<file path="config.mk">
export PLATFORM = sky130hd
export DESIGN_NAME = ifmap_spad
export DESIGN_NICKNAME = d
export VERILOG_FILES = /design/src/rtl/ifmap_spad.sv
export SDC_FILE = /design/constraint.sdc
export NUM_CORES = 1
export LEC_CHECK = 0
export BUFFER_PORTS_ARGS = -buffer_cell sky130_fd_sc_hd__buf_4
export CAP_MARGIN = 20
export CORE_UTILIZATION = 65
export CTS_BUF_LIST = sky130_fd_sc_hd__clkbuf_4
export DETAILED_ROUTE_END_ITERATION = 10
export GPL_ROUTABILITY_DRIVEN = 0
export GPL_TIMING_DRIVEN = 0
export PLACE_DENSITY = 0.84
export SYNTH_ARGS = -nofsm -noshare
export SYNTH_HDL_FRONTEND = slang
export SYNTH_SLANG_ARGS = --single-unit
</file>
<file path="constraint.sdc">
create_clock -name clk -period 6.7 [get_ports clk]
set_input_delay 0.335 -clock clk [delete_from_list [all_inputs] [get_ports clk]]
set_output_delay 0.335 -clock clk [all_outputs]
set_load 0.05 [all_outputs]
</file>
<file path="src/rtl/ifmap_spad.sv">
// Input-feature-map scratchpad: circular buffer that replays sliding windows of K elements to a MAC.
// Optional completed-window counter output win_cnt is enabled by defining IFMAP_SPAD_WIN_CNT_EN.
module ifmap_spad #(
   parameter int DATA_W = 8,
   parameter int DEPTH  = 16,
   parameter int CW     = $clog2(DEPTH) + 1
) (
   input  logic              clk,
   input  logic              rst,
   input  logic [CW-1:0]     cfg_k,
   input  logic [CW-1:0]     cfg_stride,
   input  logic              in_valid,
   input  logic [DATA_W-1:0] in_data,
   output logic              in_ready,
   output logic              out_valid,
   output logic [DATA_W-1:0] out_data,
   input  logic              out_ready,
   output logic              out_last,
`ifdef IFMAP_SPAD_WIN_CNT_EN
   output logic [15:0]       win_cnt,
`endif
   input  logic              flush
);

   localparam int AW = $clog2(DEPTH);

   typedef enum logic {
      S_WAIT   = 1'b0,
      S_STREAM = 1'b1
   } state_t;

   // Handshakes: a transfer happens on a rising edge where valid and ready are both high.
   // in_ready never depends on out_ready, so a full buffer cannot accept an element in the pop cycle.

   state_t              state;
   logic [DATA_W-1:0]   mem [DEPTH];
   logic [AW-1:0]       wp;
   logic [AW-1:0]       bp;
   logic [AW-1:0]       off;
   logic [CW-1:0]       cnt;
   logic [CW-1:0]       k_r;
   logic [CW-1:0]       s_r;

   logic [CW-1:0]       k_c;
   logic [CW-1:0]       s_c;
   logic [CW-1:0]       cnt_n;
   logic [AW-1:0]       rd_addr;
   logic                streaming;
   logic                in_fire;
   logic                out_fire;
   logic                win_done;

   // Config clamping: K into [1, DEPTH], stride into [1, K].
   always_comb begin
      k_c = cfg_k;
      if (cfg_k == '0)
         k_c = CW'(1);
      else if (cfg_k > CW'(DEPTH))
         k_c = CW'(DEPTH);
      s_c = cfg_stride;
      if (cfg_stride == '0)
         s_c = CW'(1);
      else if (cfg_stride > k_c)
         s_c = k_c;
   end

   always_comb begin
      in_ready  = (cnt < CW'(DEPTH)) & ~rst;
      in_fire   = in_valid & in_ready;
      streaming = (state == S_STREAM) & ~rst;
      rd_addr   = bp + off;
      out_valid = streaming;
      out_data  = streaming ? mem[rd_addr] : '0;
      out_last  = streaming & (CW'(off) == (k_r - CW'(1)));
      out_fire  = out_valid & out_ready;
      win_done  = out_fire & out_last;
   end

   // Occupancy: a push and a window retirement in the same cycle net to +1 - stride.
   always_comb begin
      cnt_n = cnt;
      if (in_fire)
         cnt_n = cnt_n + CW'(1);
      if (win_done)
         cnt_n = cnt_n - s_r;
   end

   // Storage is deliberately left out of reset and flush.
   always_ff @(posedge clk) begin
      if (in_fire && !flush)
         mem[wp] <= in_data;
   end

   always_ff @(posedge clk) begin
      if (rst || flush) begin
         state <= S_WAIT;
         wp    <= '0;
         bp    <= '0;
         off   <= '0;
         cnt   <= '0;
         k_r   <= CW'(1);
         s_r   <= CW'(1);
      end else begin
         cnt <= cnt_n;
         if (in_fire)
            wp <= wp + AW'(1);
         case (state)
            S_WAIT: begin
               k_r <= k_c;
               s_r <= s_c;
               off <= '0;
               if (cnt >= k_c)
                  state <= S_STREAM;
            end
            S_STREAM: begin
               if (out_fire) begin
                  if (out_last) begin
                     bp    <= bp + AW'(s_r);
                     off   <= '0;
                     state <= S_WAIT;
                  end else begin
                     off <= off + AW'(1);
                  end
               end
            end
            default: state <= S_WAIT;
         endcase
      end
   end

`ifdef IFMAP_SPAD_WIN_CNT_EN
   always_ff @(posedge clk) begin
      if (rst || flush)
         win_cnt <= '0;
      else if (win_done)
         win_cnt <= win_cnt + 16'd1;
   end
`endif

endmodule

</file>
==> flow_summary.ini <==
[run_status]
status = finished, final reports clean

[detailed_routing]
viasPerCell = 6.20
totalWireLength_mm = 14.5
first_iter_violations = 410
antenna_left = 0
wl_per_cell_um = 21.7
drcViolationCount = 0
firstDrtPassIters = 4
dr_total_vias = 4138

[floorplanning]
dieArea_sq_um = 11200
die_y_um = 106
start_util = 0.675
ios = 34
coreArea_sq_um = 10400
fp.dieW_um = 106
fp-row-count = 37

[synth]
synthTopCellsByArea = edfxtp_1 55%, mux4_2 10%, dfxtp_1 8.0%
ys_seq_area_frac = 0.629
synth_top_flop_cell = edfxtp_1
yosysWarningCount = 0
netlist_area_sq_um = 7000
yosysTopAreaCell = edfxtp_1
async_flop_share = 0
synth_area_per_cell_sq_um = 15.0
yosysTopAreaCellShare = 0.549
ys_ff_latch = 156
synth-edff-count = 128
syn_nets = 519
synth_cell_types = 50
synthCells = 466

[critical_path]
r2r_end = cnt[4]
cp_slowest_stage_delay_ns = 0.51
path_common_cell = buf_2
cp_slowest_cell = dfxtp_1
path_cells = ha_1 > inv_1 > fa_1 > xor2_1 > buf_2 > buf_2 > mux2i_1 > a211oi_1 > buf_4
end_kind = output port
r2r-start = cnt[4]
required_ns = 6.36
r2r_slack_ns = 3.76
crit_fanout = 10
critPathKind = reg -> out
ff2ff_path_depth = 10
critPathArrivalTime_ns = 3.71
cp-start-kind = flop

[clocking]
cts-root-buf = clkbuf_4
cts_tree = yes
ctsHoldBuffers = 0
cts_buffer_depth = 2
post_cts_resized = 0
clock-sinks = 156
post_cts.repair.setup_buffers = 0
clock_latency_ns = 0.54
htree_num_levels = 4
numCtsBuffers = 17
clk_pin_slew_ns = 0.14

[finish]
finish.utilization = 0.743
final_common_cell = edfxtp_1
multiInputGateArea_sq_um = 2420
regArea_sq_um = 4400
drive_gt1_frac = 0.217
final_cell_mix = 128 x edfxtp_1, 40 x nor2_1, 35 x buf_4
synthToLayoutAreaGrowth_pct = 10.1
diodes = 0
n_fill_cell = 647
final_nets = 571

[pwr]
p_sw_frac = 0.250
p_sw_mw = 0.432
power_frac_seq = 0.612
p_leak_nw = 2.70
pwr-share-comb = 0.060
ir_worst_vdd_uv = 166
clkPwrFrac = 0.328
power.internal_mw = 1.30
power.density_nw_per_um2 = 224

[global_routing]
grt_pass1_wl_mm = 22.6
grt_usage = 0.280
antenna_found_initial = 0
grt_pass1_vias = 4237
grt_max_degree = 17
overflow = 0

[place]
io_buffers = 33
pre_cts_ws_ns = 3.27
detailed_place_hpwl_mm = 10.0

[worst_hold_path]
hold_path.class = in -> reg
hold_path_depth = 3
hp-start = cfg_stride[2]
holdPathEnd = s_r[2]

[timing]
tns_ns = 0
setup_viol = 0
worst_slew_pin_slew_ns = 0.871
slew_headroom = 0.417
fmax_mhz = 247
rsz0062_at_grt = no
hold_viol_final = 0
fin_crit_ns = 4.05
skew_ns = 0.0187
post-route-period-util = 0.604
slew_viol_final = 0
setup_ws_ns = 2.65

[flow_run]
maxCapViolations = 0
## worst max path at each step
| stage | startpoint | to | slack, ns | depth (start not counted) |
|---|---|---|---|---|
| after floorplan | off[0] | out_data[5] | 3.24 | 8 |
| after global placement | off[0] | out_data[5] | 3.36 | 9 |
| after detailed placement | off[0] | out_data[5] | 3.27 | 9 |
| after CTS | off[0] | out_data[5] | 2.66 | 9 |
| after global routing | off[0] | out_data[0] | 2.45 | 9 |
| final | off[0] | out_data[5] | 2.65 | 9 |
## metrics by stage
stage          instances  hold slack [ns]  power, mW  instance area (sq um)
6_report             667           0.0564       1.73                   7700
5_1_grt              667           0.0377       1.78                   7700
4_1_cts              667           0.0367       1.73                   7700
3_5_place_dp         635            0.455       1.18                   7420
3_3_place_gp         635            0.450       1.18                   7420
2_1_floorplan        466            0.426       1.14                   7000
## layer usage
metal,vias up,track usage,part of all wire
met1,2040,0.381,0.41
li1,1910,-,-
met3,25,0.0575,0.073
met2,163,0.461,0.50
met4,0,0.0873,0.015
met5,-,0,0
## kinds of logic after synthesis
family	after synthesis	synth area share
AND/OR/NAND/NOR	111	0.0769
AO/OA/AOI/OAI	67	0.0674
XOR/XNOR	18	0.0225
flip-flops	156	0.629
multiplexers	45	0.122
adder cells (fa/ha/maj)	30	0.0569
buffers and inverters	39	0.0252
## layout make-up
| type | instances | area share |
|---|---|---|
| flip-flops and latches | 156 | 0.572 |
| multi-input cells | 271 | 0.314 |
| repair buffers | 33 | 0.0322 |
| well taps | 136 | 0.0221 |
| clock inverters | 14 | 0.0200 |
| clock buffers | 18 | 0.0175 |
| plain buffers | 20 | 0.0136 |
| inverters | 19 | 0.00926 |
## registers in the layout, summed over array words and instances, names as in the netlist
signal / cells
bp: 4
cnt: 5
wp: 4
off: 4
mem: 128
state: 1
k_r: 5
s_r: 5
## power by group through the flow
stage	Sequential (mW)	Combinational [mW]	Clock, mW
6_report	1.06	0.104	0.567
5_1_grt	1.06	0.113	0.609
4_1_cts	1.06	0.103	0.573
3_5_place_dp	1.08	0.102	0
3_3_place_gp	1.08	0.0980	0
2_1_floorplan	1.08	0.0611	0
## Yosys cell counts, drive strengths merged (6+ instances only)
library cell / n
or3: 6
edfxtp: 128
nand2: 17
mux2i: 12
nor2: 40
xor2: 8
inv: 19
o21ai: 9
xnor2: 10
nor2b: 9
buf: 15
nand3: 16
a21oi: 17
ha: 27
a211oi: 18
dfxtp: 28
mux4: 32
## critical path: cells and delay by family, from the launching register on
kind	cells	cell delay (ns)
multiplexers	1	0.19
flip-flops	1	0.51
AO/OA/AOI/OAI	1	0.36
XOR/XNOR	1	0.45
buffers and inverters	4	1.04
adder cells (fa/ha/maj)	2	0.61
No activity file was read; power rests on OpenSTA's default activity.
